--- config.mk ---
export PLATFORM = sky130hd
export DESIGN_NAME = tmds_channel_decoder
export DESIGN_NICKNAME = d
export VERILOG_FILES = /design/src/rtl/tmds_pkg.sv /design/src/rtl/tmds_word_aligner.sv /design/src/rtl/tmds_channel_decoder.sv
export SDC_FILE = /design/constraint.sdc
export NUM_CORES = 1
export LEC_CHECK = 0
export CORE_MARGIN = 2
export CORE_UTILIZATION = 55
export DETAILED_ROUTE_END_ITERATION = 8
export HOLD_SLACK_MARGIN = 0.08
export PLACE_DENSITY = 0.78
export SETUP_SLACK_MARGIN = 0.5
export SLEW_MARGIN = 20
export SYNTH_ARGS = -nofsm -noshare
export SYNTH_HDL_FRONTEND = slang
export SYNTH_HIERARCHICAL = 1
export SYNTH_SLANG_ARGS = --single-unit
--- constraint.sdc ---
create_clock -name clk -period 4.6 [get_ports clk]
set_input_delay 0.69 -clock clk [delete_from_list [all_inputs] [get_ports clk]]
set_output_delay 0.69 -clock clk [all_outputs]
set_load 0.005 [all_outputs]
--- src/rtl/tmds_pkg.sv ---
// TMDS receive constants, FSM state type and symbol helpers.
// Shared by tmds_word_aligner and tmds_channel_decoder.
package tmds_pkg;

  localparam logic [9:0] CTRL_TOK0 = 10'b1101010100;
  localparam logic [9:0] CTRL_TOK1 = 10'b0010101011;
  localparam logic [9:0] CTRL_TOK2 = 10'b0101010100;
  localparam logic [9:0] CTRL_TOK3 = 10'b1010101011;

  localparam logic signed [5:0] DISP_LIMIT = 6'sd10;

  typedef enum logic {
    HUNT,
    LOCKED
  } tmds_state_t;

  function automatic logic [7:0] tmds_decode_data(
    input logic [9:0] w
  );
    logic [7:0] d;
    logic [7:0] q;
    d    = w[9] ? ~w[7:0] : w[7:0];
    q    = '0;
    q[0] = d[0];
    for (int i = 1; i < 8; i++) begin
      q[i] = w[8] ? (d[i] ^ d[i-1])
                  : ~(d[i] ^ d[i-1]);
    end
    return q;
  endfunction

  // ones minus zeros of a 10-bit symbol
  function automatic logic signed [5:0] sym_disparity(
    input logic [9:0] w
  );
    logic signed [5:0] r;
    r = -6'sd10;
    for (int i = 0; i < 10; i++) begin
      if (w[i]) r = r + 6'sd2;
    end
    return r;
  endfunction

endpackage

--- src/rtl/tmds_word_aligner.sv ---
// Symbol boundary search: barrel window over two words,
// control-token run detection and HUNT/LOCKED tracking.
module tmds_word_aligner
  import tmds_pkg::*;
#(
  parameter int CTRL_RUN      = 16,
  parameter int SEARCH_WINDOW = 2048,
  parameter int LOSS_TIMEOUT  = 4096
) (
  input  logic       clk,
  input  logic       reset,
  input  logic [9:0] raw_sym,
  output logic [9:0] win,
  output logic       is_ctrl,
  output logic [1:0] ctrl_code,
  output logic       locked,
  output logic [3:0] offset
);

  localparam int RUN_W  = (CTRL_RUN > 1) ?
                          $clog2(CTRL_RUN) : 1;
  localparam int HUNT_W = $clog2(SEARCH_WINDOW);
  localparam int LOSS_W = $clog2(LOSS_TIMEOUT);

  localparam logic [RUN_W-1:0] RUN_LAST =
    RUN_W'(CTRL_RUN - 1);
  localparam logic [HUNT_W-1:0] HUNT_LAST =
    HUNT_W'(SEARCH_WINDOW - 1);
  localparam logic [LOSS_W-1:0] LOSS_LAST =
    LOSS_W'(LOSS_TIMEOUT - 1);

  tmds_state_t       state_q, state_d;
  logic [9:0]        prev_q;
  logic [9:0]        win_q;
  logic [19:0]       pair_sh;
  logic [RUN_W-1:0]  run_q, run_d;
  logic [HUNT_W-1:0] hunt_q, hunt_d;
  logic [LOSS_W-1:0] loss_q, loss_d;
  logic [3:0]        off_q, off_d;

  assign pair_sh   = {raw_sym, prev_q} >> off_q;
  assign win       = win_q;
  assign locked    = (state_q == LOCKED);
  assign offset    = off_q;

  always_comb begin
    is_ctrl   = 1'b1;
    ctrl_code = 2'b00;
    unique case (1'b1)
      (win_q == CTRL_TOK0): ctrl_code = 2'b00;
      (win_q == CTRL_TOK1): ctrl_code = 2'b01;
      (win_q == CTRL_TOK2): ctrl_code = 2'b10;
      (win_q == CTRL_TOK3): ctrl_code = 2'b11;
      default:              is_ctrl   = 1'b0;
    endcase
  end

  always_comb begin
    state_d = state_q;
    run_d   = run_q;
    hunt_d  = hunt_q;
    loss_d  = loss_q;
    off_d   = off_q;
    unique case (state_q)
      HUNT: begin
        hunt_d = hunt_q + HUNT_W'(1);
        run_d  = is_ctrl ? run_q + RUN_W'(1) : '0;
        // lock takes priority over an offset step
        if (is_ctrl && run_q == RUN_LAST) begin
          state_d = LOCKED;
          run_d   = '0;
          hunt_d  = '0;
          loss_d  = '0;
        end else if (hunt_q == HUNT_LAST) begin
          off_d  = (off_q == 4'd9) ? 4'd0 : off_q + 4'd1;
          run_d  = '0;
          hunt_d = '0;
        end
      end
      LOCKED: begin
        if (is_ctrl) begin
          loss_d = '0;
        end else if (loss_q == LOSS_LAST) begin
          state_d = HUNT;
          run_d   = '0;
          hunt_d  = '0;
          loss_d  = '0;
        end else begin
          loss_d = loss_q + LOSS_W'(1);
        end
      end
      default: state_d = HUNT;
    endcase
  end

  always_ff @(posedge clk or negedge reset) begin
    if (!reset) begin
      state_q <= HUNT;
      prev_q  <= '0;
      win_q   <= '0;
      run_q   <= '0;
      hunt_q  <= '0;
      loss_q  <= '0;
      off_q   <= '0;
    end else begin
      state_q <= state_d;
      prev_q  <= raw_sym;
      win_q   <= pair_sh[9:0];
      run_q   <= run_d;
      hunt_q  <= hunt_d;
      loss_q  <= loss_d;
      off_q   <= off_d;
    end
  end

endmodule

--- src/rtl/tmds_channel_decoder.sv ---
// One TMDS channel receiver: alignment, TMDS data/control decode.
// Define TMDS_DISPARITY_CHECK_EN for running-disparity error checks.
module tmds_channel_decoder
  import tmds_pkg::*;
#(
  parameter int CTRL_RUN      = 16,
  parameter int SEARCH_WINDOW = 2048,
  parameter int LOSS_TIMEOUT  = 4096
) (
  input  logic        clk,
  input  logic        reset,
  input  logic [9:0]  raw_sym,
  output logic [7:0]  data,
  output logic [1:0]  ctrl,
  output logic        de,
  output logic        locked,
  output logic [3:0]  offset,
  output logic        sym_err,
  output logic [15:0] err_count
);

  logic [9:0]  win;
  logic        is_ctrl;
  logic [1:0]  ctrl_code;
  logic        err_pulse;
  logic [7:0]  data_q;
  logic [1:0]  ctrl_q;
  logic        de_q;
  logic        sym_err_q;
  logic [15:0] err_q;

  tmds_word_aligner #(
    .CTRL_RUN      (CTRL_RUN),
    .SEARCH_WINDOW (SEARCH_WINDOW),
    .LOSS_TIMEOUT  (LOSS_TIMEOUT)
  ) u_aligner (
    .clk       (clk),
    .reset     (reset),
    .raw_sym   (raw_sym),
    .win       (win),
    .is_ctrl   (is_ctrl),
    .ctrl_code (ctrl_code),
    .locked    (locked),
    .offset    (offset)
  );

`ifdef TMDS_DISPARITY_CHECK_EN
  logic signed [5:0] rd_q;
  logic signed [5:0] rd_sum;

  always_comb begin
    rd_sum    = rd_q + sym_disparity(win);
    err_pulse = locked && !is_ctrl &&
                (rd_sum > DISP_LIMIT ||
                 rd_sum < -DISP_LIMIT);
  end

  always_ff @(posedge clk or negedge reset) begin
    if (!reset) begin
      rd_q <= '0;
    end else if (!locked || is_ctrl || err_pulse) begin
      rd_q <= '0;
    end else begin
      rd_q <= rd_sum;
    end
  end
`else
  logic lock_d;

  always_ff @(posedge clk or negedge reset) begin
    if (!reset) begin
      lock_d <= 1'b0;
    end else begin
      lock_d <= locked;
    end
  end

  assign err_pulse = lock_d & ~locked;
`endif

  always_ff @(posedge clk or negedge reset) begin
    if (!reset) begin
      data_q    <= '0;
      ctrl_q    <= '0;
      de_q      <= 1'b0;
      sym_err_q <= 1'b0;
      err_q     <= '0;
    end else begin
      sym_err_q <= err_pulse;
      if (is_ctrl) begin
        ctrl_q <= ctrl_code;
        de_q   <= 1'b0;
      end else begin
        data_q <= tmds_decode_data(win);
        de_q   <= 1'b1;
      end
      if (sym_err_q && err_q != 16'hFFFF) begin
        err_q <= err_q + 16'd1;
      end
    end
  end

  assign data      = data_q;
  assign ctrl      = ctrl_q;
  assign de        = de_q;
  assign sym_err   = sym_err_q;
  assign err_count = err_q;

endmodule

==> impl_metrics.tcl <==
set metrics [dict create \
    status "finished, final reports clean" \
    wl_um 8780 \
    relSlewSlack_pct 34.4 \
    h-tree-depth 3 \
    portBuffers 44 \
    max-clock-path-buffers 2 \
    io_pins 45 \
    cts_hold_buf 0 \
    root_buffer "clkbuf_8" \
    post_drt_wl_per_cell_um 15.9 \
    hold_viol_final 0 \
    syn_area_um2 4360 \
    grt_setup_unrepaired "false" \
    initial_core_util_pct 56.7 \
    fp-row-count 32 \
    grt_max_degree 82 \
    worstPathMaxFanout 24 \
    drive_gt1_share_pct 11.1 \
    design.core.area_um2 7690 \
    end_kind "primary output" \
    synth_commonest_cells "dfrtp_1 (81), nand2_1 (33), nor2_1 (25), nand3_1 (21), mux2i_1 (20)" \
    die-area_um2 8660 \
    peakVddDrop_mv 0.136 \
    synth_edf_count 0 \
    crit_family "flip-flops" \
    p_sw_share_pct 21.1 \
    switchingPower_uw 309 \
    vias 3299 \
    setup_slack_ns 1.89 \
    synthDistinctLibCells 57 \
    arrival_ns 2.02 \
    pre_cts_ws_ns 1.94 \
    synthArstFlopShare_pct 100 \
    yosys_warnings 6 \
    synthFlopType "dfrtp_1" \
    critPathMaxStageDelay_ns 0.99 \
    insertion_delay_ns 0.35 \
    antenna_found_initial 0 \
    antenna_left 0 \
    grt_pass1_wl_um 15000 \
    syn-mean-instance-area_um2 10.6 \
    hpwl_um 6200 \
    clkTransAtPathRegs_ns 0.08 \
    drt_pass1_iterations 4 \
    syn_inst 411 \
    cts_setup_buffers 0 \
    seq_area_frac_synth_pct 46.5 \
    synth_fp_nets 427 \
    place_congestion 0.832 \
    drv_slew 0 \
    yosys_register_bits 81 \
    hold_class "in2async" \
    p_leak_uw 0.00213 \
    drtIter0Drc 172 \
    fmax_mhz 369 \
    total_power_uw 1470 \
    die_w_um 93.1 \
    grt-ovfl-total 0 \
    tightest_slew_ns 0.984 \
    cts_resized 0 \
    syn_to_final_growth_pct 16.5 \
    worstPathCellList "clkdlybuf4s50_1" \
    p_comb_share_pct 6.5 \
    cp_slowest_cell "dfrtp_1" \
    fin_worst_skew_ns 0.00808 \
    synth.largest_area_cell "dfrtp_1" \
    setup_viol 0 \
    yosys.area.top_type_share_pct 46.5 \
    grt_pass1_vias 3115 \
    fin_nets 462 \
    start_kind "flip-flop" \
    period_share_pct 58.9 \
    cts_buffers 9 \
    worstSetupPathType "reg2out" \
    routed_via_density 5.97 \
    power_density_nw_per_um2 289 \
    route.detailed.drc 0 \
    pwr-share-clk_pct 42.7 \
    synth_most_common_cell "dfrtp_1" \
    critPathBufInv 1 \
    track_usage_pct 21.9 \
    cp.required_ns 3.91 \
    setup_tns_ns 0 \
    synth.area.top_cells "dfrtp_1 (46%), mux4_2 (5.2%), mux2i_1 (4.6%), xnor2_1 (3.4%), nand2_1 (2.8%)" \
    p_int_uw 1160 \
    dieHeight_um 93.1 \
    antennaDiodeCount 0 \
    p_seq_share_pct 50.8 \
    holdWs_ns 0.372 \
    drv_cap 0 \
    cts_sinks 81 \
    period_minus_slack_ns 2.71 \
    cts_tree "yes" \
]
==> worst register-to-register path: cells and delay by family (launching register included) <==
| family | cells | cell delay (ns) |
|---|---|---|
| multiplexers | 1 | 0.32 |
| flip-flops | 1 | 0.43 |
| AND/OR/NAND/NOR | 4 | 1.83 |
==> cell families after synthesis <==
kind of cell	count (synthesis)	share of synthesized area (%)
adders and majority gates	4	1.15
AOI/OAI and AO/OA	80	12.5
and+or+nand+nor	142	18.1
xor gates and xnor gates	29	5.82
muxes	40	12.4
DFF	81	46.5
buffers and inverters	35	3.53
==> metrics by stage <==
step	std cells	util [%]	area, µm²
2_1_floorplan	411	-	4360
3_3_place_gp	537	62.9	4830
3_5_place_dp	537	62.9	4830
4_1_cts	553	66.0	5080
5_1_grt	553	66.1	5080
6_report	553	66.1	5080
==> power groups by stage <==
stage / Sequential, µW / Combinational, µW / Clock, µW
global route: 748 / 105 / 675
detailed placement: 760 / 96.5 / 0
CTS: 745 / 96.7 / 646
floorplan: 757 / 40.3 / 0
global placement: 759 / 93.5 / 0
finish: 745 / 94.7 / 626
==> layout by cell type, fill, tap and decap left out, types with 3 or more instances in the layout <==
cell             Yosys  final
a31oi_1              7      7
mux4_2              10     10
and4_1               3      3
nand2_1             33     33
xnor2_1             17     17
dfrtp_1             81     81
nor3b_1              3      3
a211oi_1             6      6
or2_2                3      3
clkdlybuf4s50_1      0     43
nor3_1               9      9
a21oi_1             19     19
clkbuf_8             0     10
mux2_2               8      8
ha_1                 4      4
xor2_1              12     12
and2_1               4      4
or3_1                3      3
a22o_1               7      7
mux2i_1             20     20
nor2_1              25     25
nand4_1             10     10
and3_1               5      5
nor2b_1              4      4
nand3_1             21     21
inv_1               14     14
a21o_1               3      3
o31ai_1              4      4
o21ai_0             19     19
nor4_1               5      5
bufinv_16            0      3
==> layer usage <==
| layer | up-vias | share of wire (%) | global-route usage (%) |
|---|---|---|---|
| li1 | 1579 | - | - |
| met3 | 12 | 5.3 | 3.14 |
| met1 | 1608 | 43 | 29.9 |
| met4 | 0 | 1.5 | 9.19 |
| met2 | 100 | 50 | 35.4 |
| met5 | - | 0 | 0 |
==> flip-flops by register name, summed over array words and instances, names as in the netlist <==
signal / flops
ctrl: 2
data: 8
de: 1
err_count: 16
lock_d: 1
sym_err: 1
u_aligner/hunt_q: 11
u_aligner/locked: 1
u_aligner/loss_q: 12
u_aligner/offset: 4
u_aligner/prev_q: 10
u_aligner/run_q: 4
u_aligner/win: 10
==> final timing paths <==
path	start	to	slack [ns]	cells after the start
worst max-delay path	u_aligner/offset[1]	offset[1]	1.89	1
max in group asynchronous	reset	u_aligner/win[9]	3.75	1
worst max register to register	u_aligner/win[4]	u_aligner/hunt_q[0]	1.92	5
worst min-delay path	reset	err_count[10]	0.37	1
worst min register to register	lock_d	sym_err	0.46	1
min in group clk	lock_d	sym_err	0.46	1
==> area by class of cell <==
| type | instances | area [µm²] |
|---|---|---|
| sequential | 81 | 2030 |
| tap | 102 | 128 |
| fill | 596 | 2610 |
| clock buffer | 11 | 141 |
| clock inverter | 5 | 103 |
| multi-input combinational | 295 | 2180 |
| inverter | 14 | 52.6 |
| timing repair buffer | 45 | 449 |
Note: power is estimated with default switching activity, not from simulation.
